===== src/rtl/misr_gen.sv =====
`default_nettype none
// ============================================================================
//  Module   : misr_gen
//  Brief    : Multiple-input signature register. It compacts N_IN response
//             bits per valid cycle into a WIDTH-bit signature over N_CYCLES
//             samples, then compares the result with a golden signature.
//  Revision : 1.0 - initial release
// ============================================================================
module misr_gen #(
    parameter int              WIDTH    = 21,
    parameter int              N_IN     = 3,
    parameter logic [WIDTH-1:0] POLY    = WIDTH'(21'h000001),
    parameter logic [WIDTH-1:0] SEED    = WIDTH'(21'h16EDDB),
    parameter logic [WIDTH-1:0] GOLDEN  = '0,
    parameter int              N_CYCLES = 1024
) (
    input  logic             CLK,
    input  logic             RST,
    input  logic             start,
    input  logic             valid,
    input  logic [N_IN-1:0]  e,
    input  logic             abort,
    output logic [WIDTH-1:0] hf,
    output logic             busy,
    output logic             done,
    output logic             pass
);

    // The counter must hold values 0..N_CYCLES.
    localparam int             c_CW   = $clog2(N_CYCLES + 1);
    localparam logic [c_CW-1:0] c_LAST = c_CW'(N_CYCLES - 1);

    typedef enum logic [1:0] {
        ST_IDLE    = 2'd0,
        ST_COMPACT = 2'd1,
        ST_DONE    = 2'd2
    } state_t;

    state_t           r_state;
    state_t           w_state_nxt;
    logic [WIDTH-1:0] r_hf;
    logic [c_CW-1:0]  r_cnt;
    logic [WIDTH-1:0] w_shift;
    logic [WIDTH-1:0] w_inj;
    logic [WIDTH-1:0] w_hf_step;
    logic             w_last;
    logic             w_load;
    logic             w_step;

    // Shift toward bit 0; the top bit receives only feedback and input.
    assign w_shift = {1'b0, r_hf[WIDTH-1:1]};

    // Response bit j is injected at register bit WIDTH-1-j (top N_IN bits).
    for (genvar i = 0; i < WIDTH; i++) begin : g_bit
        if (i >= WIDTH - N_IN) begin : g_in
            assign w_inj[i] = e[WIDTH-1-i];
        end else begin : g_noin
            assign w_inj[i] = 1'b0;
        end
    end

    assign w_hf_step = w_shift ^ (POLY & {WIDTH{r_hf[0]}}) ^ w_inj;

    assign w_last = (r_cnt == c_LAST);
    assign w_load = start && (r_state == ST_IDLE || r_state == ST_DONE);
    assign w_step = valid && (r_state == ST_COMPACT);

    // State register.
    always_ff @(posedge CLK) begin
        if (RST) begin
            r_state <= ST_IDLE;
        end else begin
            r_state <= w_state_nxt;
        end
    end

    // Next-state logic; abort overrides every other transition.
    always_comb begin
        w_state_nxt = r_state;
        case (r_state)
            ST_IDLE:    if (start)           w_state_nxt = ST_COMPACT;
            ST_COMPACT: if (valid && w_last) w_state_nxt = ST_DONE;
            ST_DONE:    if (start)           w_state_nxt = ST_COMPACT;
            default:                         w_state_nxt = ST_IDLE;
        endcase
        if (abort) begin
            w_state_nxt = ST_IDLE;
        end
    end

    // Signature register and sample counter; abort keeps the signature.
    always_ff @(posedge CLK) begin
        if (RST) begin
            r_hf  <= SEED;
            r_cnt <= '0;
        end else if (abort) begin
            r_cnt <= '0;
        end else if (w_load) begin
            r_hf  <= SEED;
            r_cnt <= '0;
        end else if (w_step) begin
            r_hf  <= w_hf_step;
            r_cnt <= r_cnt + 1'b1;
        end
    end

    assign hf   = r_hf;
    assign busy = (r_state == ST_COMPACT);
    assign done = (r_state == ST_DONE);
    assign pass = (r_state == ST_DONE) && (r_hf == GOLDEN);

endmodule
`default_nettype wire


===== config.mk =====
export PLATFORM = sky130hd
export DESIGN_NAME = misr_gen
export DESIGN_NICKNAME = d
export VERILOG_FILES = /design/src/rtl/misr_gen.sv
export SDC_FILE = /design/constraint.sdc
export NUM_CORES = 1
export LEC_CHECK = 0
export ABC_AREA = 1
export ABC_CLOCK_PERIOD_IN_PS = 1300
export BUFFER_PORTS_ARGS = -buffer_cell sky130_fd_sc_hd__buf_4
export CORE_ASPECT_RATIO = 1.4
export CORE_MARGIN = 4
export CORE_UTILIZATION = 40
export CTS_CLUSTER_SIZE = 14
export DETAILED_ROUTE_END_ITERATION = 8
export GPL_TIMING_DRIVEN = 0
export SLEW_MARGIN = 5
export SYNTH_ARGS = -nofsm -noshare
export SYNTH_HDL_FRONTEND = slang
export SYNTH_SLANG_ARGS = --single-unit

===== constraint.sdc =====
create_clock -name CLK -period 1.3 [get_ports CLK]
set_input_delay 0.13 -clock CLK [delete_from_list [all_inputs] [get_ports CLK]]
set_output_delay 0.13 -clock CLK [all_outputs]
set_load 0.02 [all_outputs]

**Yosys cells after proc, flatten, opt, wreduce, memory -nomap -nowiden**

Index checks and enable logic that the tools add are counted.

- Register bits: 34
- Input port bits: 8
- Word-level logic and storage cells: 30

- Add/subtract/negate cells: 1
- Eq/ne operators: 5
- Multiplexer cells: 5
- Bitwise operators: 3
- Reduce and logical (&&, ||, !) cells: 13

Operators with widths:

| cell | number |
|---|---|
| $mux 21 | 2 |
| $logic_not 21->1 | 1 |
| $xor 20x21->21 | 1 |
| $xor 20x1->20 | 1 |
| $add 11x1->11 const B | 1 |
| $eq 11x10->1 const B | 1 |
| $logic_and 1x1->1 | 4 |
| $mux 2 | 2 |
| $ne 2x1->1 const B | 2 |
| $pmux 2 s2 | 1 |
| $reduce_and 2->1 | 2 |
| $reduce_or 2->1 | 2 |
| $reduce_or 3->1 | 1 |
| $eq 2x1->1 const B | 1 |
| $eq 2x2->1 const B | 1 |
| $logic_not 2->1 | 1 |
| $reduce_bool 2->1 | 1 |
| $logic_or 1x1->1 | 1 |
| $not 1->1 | 1 |

**Depth between registers and ports, before layout**

- Word-level depth: 5
- Depth in mapped cells: 7
- Depth with buffers taken out: 7

**Least setup slack after synthesis**

OpenSTA, ideal clock, no wires.

- Path type: register to output
- Start: register r_state[1]
- End: output pass
- Arrival time: 1118 ps
- Data required time: 1170 ps
- Slack: 52 ps
- Cell stages (with the launch flop): 5
- Buffers on the path: 0
- Cells stage by stage: dfxtp_1 > inv_1 > nor2_1 > nand2_1 > nor2_1

- Word-level cells in the longest chain between the ends: 2

RTL lines:

| what | RTL line | source |
|---|---|---|
| from (decl) | 39 | `state_t r_state;` |
| from (signal assigned) | 73 | `r_state <= w_state_nxt;` |
| $eq 2x2->1 | -- |  |
| net done | 25 | `output logic done,` |
| $logic_and 1x1->1 | 110 | `assign pass = (r_state == ST_DONE) && (r_hf == GOLDEN);` |
| to (decl) | 26 | `output logic pass` |

The timed path passes the listed nets, and every way through them passes these cells.

**Worst setup path after layout**

- Start: register r_hf[0] (netlist: hf[0])
- End: output pass

- Word-level cells in the longest chain between the ends: 2

RTL lines:

| what | RTL line | source |
|---|---|---|
| from (decl) | 41 | `logic [WIDTH-1:0] r_hf;` |
| from (signal assigned) | 102 | `r_hf <= w_hf_step;` |
| $logic_not 21->1 | 110 |  |
| $logic_and 1x1->1 | 110 |  |

Every way passes these cells.

==> metrics.md <==
| Metric | Value |
|---|---|
| Status | `finished, violations left` |
| Failing checks | `setup timing` |
| Reg-to-reg endpoint | `hf[12]` |
| First-pass GRT wire length | `between 6000 and 7000 µm` |
| Netlist cell types | `25` |
| Diodes inserted | `0` |
| Worst Hold Launch | `RST` |
| Max VDD drop | `0.00107 V` |
| Area of the core | `0.00374 mm²` |
| Worst setup SP type | `flip-flop` |
| Clk Tree Root Cell | `clkbuf_8` |
| Vias in the first global route | `1,460` |
| Tmin final | `1490 ps` |
| Vias | `1,590` |
| Chip Height | `82.4 µm` |
| Yosys warnings | `0` |
| CTS Buffer Depth | `2` |
| Hold Path Sink | `hf[0]` |
| Critical path endpoint category | `primary output` |
| Largest net degree at the start of global routing | `13` |
| Standby leakage power | `0.929 nW` |
| GRT Residual Overflow | `0` |
| Reg2Reg Depth | `8` |
| CP required | `approximately 1200 ps` |
| Worst-Skew Late Latency | `290 ps` |
| I/O pin total | `32` |
| #FFs+latches synth | `34` |
| Dpl cells | `296` |
| Dpl hpwl | `~2700 µm` |
| Overall routed net length | `3910 µm` |
| Drt via density | `between 5 and 6` |
| CP Max Fanout | `2` |
| Nets | `around 280` |
| First-pass DRT Iterations | `4` |
| Input/output buffers | `31` |
| Initial antenna violation count | `0` |
| Initial Utilization | `0.423` |
| Flop-to-flop setup slack | `20 ps` |
| Crit path DAT | `1360 ps` |
| Post-synthesis cell count | `~220` |
| RSZ-0062 raised after global routing | `true` |
| Final core occ | `0.589` |
| Die area | `roughly 0.005 mm²` |
| Worst Skew | `between 4 and 5 ps` |
| Final cell count without fillers | `316` |
| Drt initial violations | `42` |
| Worst hold path class | `primary input to flip-flop` |
| Final setup violation count | `1` |
| Sequential fraction of the synthesis area | `0.430` |
| Routed Antenna Nets | `0` |
| CTS HTree Levels | `2` |
| Most frequent cells in the layout | `nand2_1, buf_4, dfxtp_1` |
| Power Density | `1240 mW/mm²` |
| Clock sink count | `34` |
| Syn-to-layout area delta | `39.1%` |
| Reg2Reg Launch Point | `r_state[1]` |
| Inserted Clock Buffers | `5` |
| Clk slew on worst S/H paths | `roughly 70 ps` |
| GRT Overall Usage | `0.170` |
| Post-CTS Hold Fix Bufs | `0` |
| Fmax | `670 MHz` |
| Chip Width | `61.2 µm` |
| WHS Path Cells | `3` |
| DR WL/cell | `12.4 µm` |
| RePlAce Congestion | `about 0.76` |
| Worst-margin pin slew | `451 ps` |
| Worst slew margin | `0.699` |
| Max Transition Viols Final | `0` |
| Setup ws final | `-193 ps` |
| Setup CP Type | `flip-flop to primary output` |
| # rows | `26` |
| Syn nets | `233` |
| CTS tree | `done` |
| Power, Total | `around 2.7 mW` |
| Mapped cell area | `0.00158 mm²` |
| Share of layout cells above drive strength 1 | `0.307` |
| # DRC | `0` |
| Final Cycle Share | `1.15` |
| Post-Synthesis Mean Instance Area | `7.10 µm²` |
| Final Hold Violating Endpoints | `0` |
| Commonest non-fill, non-tap cell in the layout | `nand2_1` |
| Total of max-cap violations | `0` |
## cell type report
type / instances / area [µm²]
fill: 375 / 1540
inverter: 22 / 82.6
timing repair buffer: 43 / 344
clock buffer: 5 / 68.8
multi-input combinational: 160 / 827
tap: 42 / 52.6
buffer: 7 / 67.6
sequential: 34 / 691
clock inverter: 3 / 68.8
## worst max-delay path by stage
stage | startpoint | cells after the start | endpoint | slack, ps
after detailed placement | r_state[0] | 5 | hf[10] | -20
after floorplan | r_state[1] | 4 | pass | 50
after global placement | r_cnt[0] | 7 | r_state[1] | -4
after CTS | hf[1] | 7 | pass | -230
final | hf[0] | 7 | pass | -190
after global routing | hf[0] | 7 | pass | -290
## flip-flops by register name, summed over array words and instances (netlist names)
register / count
r_cnt: 11
hf: 21
r_state: 2
## worst max-delay path, stage by stage (launching register included)
cell     delay, ps
dfxtp_2        320
inv_1           50
ha_1           150
nand2_1         70
nor3_2         100
nand3_1        120
nor2_1         110
buf_4          150
## power breakdown
| part | internal [mW] | total (mW) | switching (mW) |
|---|---|---|---|
| logic | 0.185 | 0.408 | 0.223 |
| registers | 1.09 | 1.15 | 0.0544 |
| clock network | 0.768 | 1.18 | 0.408 |
## synthesized netlist by cell type
library cell	n	area [µm²]
nor4_1	2	12.5
nand2_2	3	18.8
a21oi_4	1	16.3
nor2_2	2	12.5
nand2_1	63	236
o21ai_0	13	65.1
o21bai_1	1	7.51
dfxtp_1	34	681
nor2_1	20	75.1
nand3b_1	2	15.0
nand4_1	3	18.8
inv_2	1	3.75
inv_1	21	78.8
a21oi_1	27	135
o21a_1	1	7.51
ha_1	2	25.0
nor3_1	1	5.00
clkbuf_1	2	7.51
xnor2_1	1	8.76
or2_2	1	6.26
o21ai_1	8	40.0
buf_4	2	15.0
nand3_4	1	17.5
buf_6	3	33.8
nand3_1	8	40.0
## metrics by stage
| step | setup WS (ps) | TNS [ps] | hold WS (ps) | area, µm² |
|---|---|---|---|---|
| after floorplan | 52.4 | 0 | 218 | 1580 |
| after global placement | -3.87 | -3.87 | 337 | 1870 |
| after detailed placement | -16.6 | -90.4 | 339 | 1870 |
| after CTS | -228 | -228 | 34.3 | 2060 |
| after global routing | -288 | -496 | 43.5 | 2200 |
| final | -193 | -193 | 41.4 | 2200 |
## layer usage
metal / vias to the layer above / part of all wire / track usage
met3: 8 / 0.038 / 0.0498
met4: 0 / 0.019 / 0.0651
li1: 830 / - / -
met5: - / 0 / 0
met2: 28 / 0.52 / 0.301
met1: 724 / 0.42 / 0.187
## repair_timing
| item | 4_1_cts | 5_1_grt |
|---|---|---|
| buffers inserted | 3 | 7 |
| endpoints found under the hold margin | 0 | 0 |
| pin swaps | 4 | 5 |
| setup endpoints to repair | 12 | 26 |
| gates cloned | 0 | 2 |
| resized for setup | 9 | 25 |
## cell families after synthesis
| group | after synthesis | share of synthesized area |
|---|---|---|
| compound gates | 51 | 0.172 |
| xor+xnor | 1 | 0.00553 |
| fa+ha+maj | 2 | 0.0158 |
| buf+inv | 29 | 0.0877 |
| flops | 34 | 0.430 |
| simple gates | 106 | 0.289 |
Note: power is estimated with default switching activity, not from simulation.
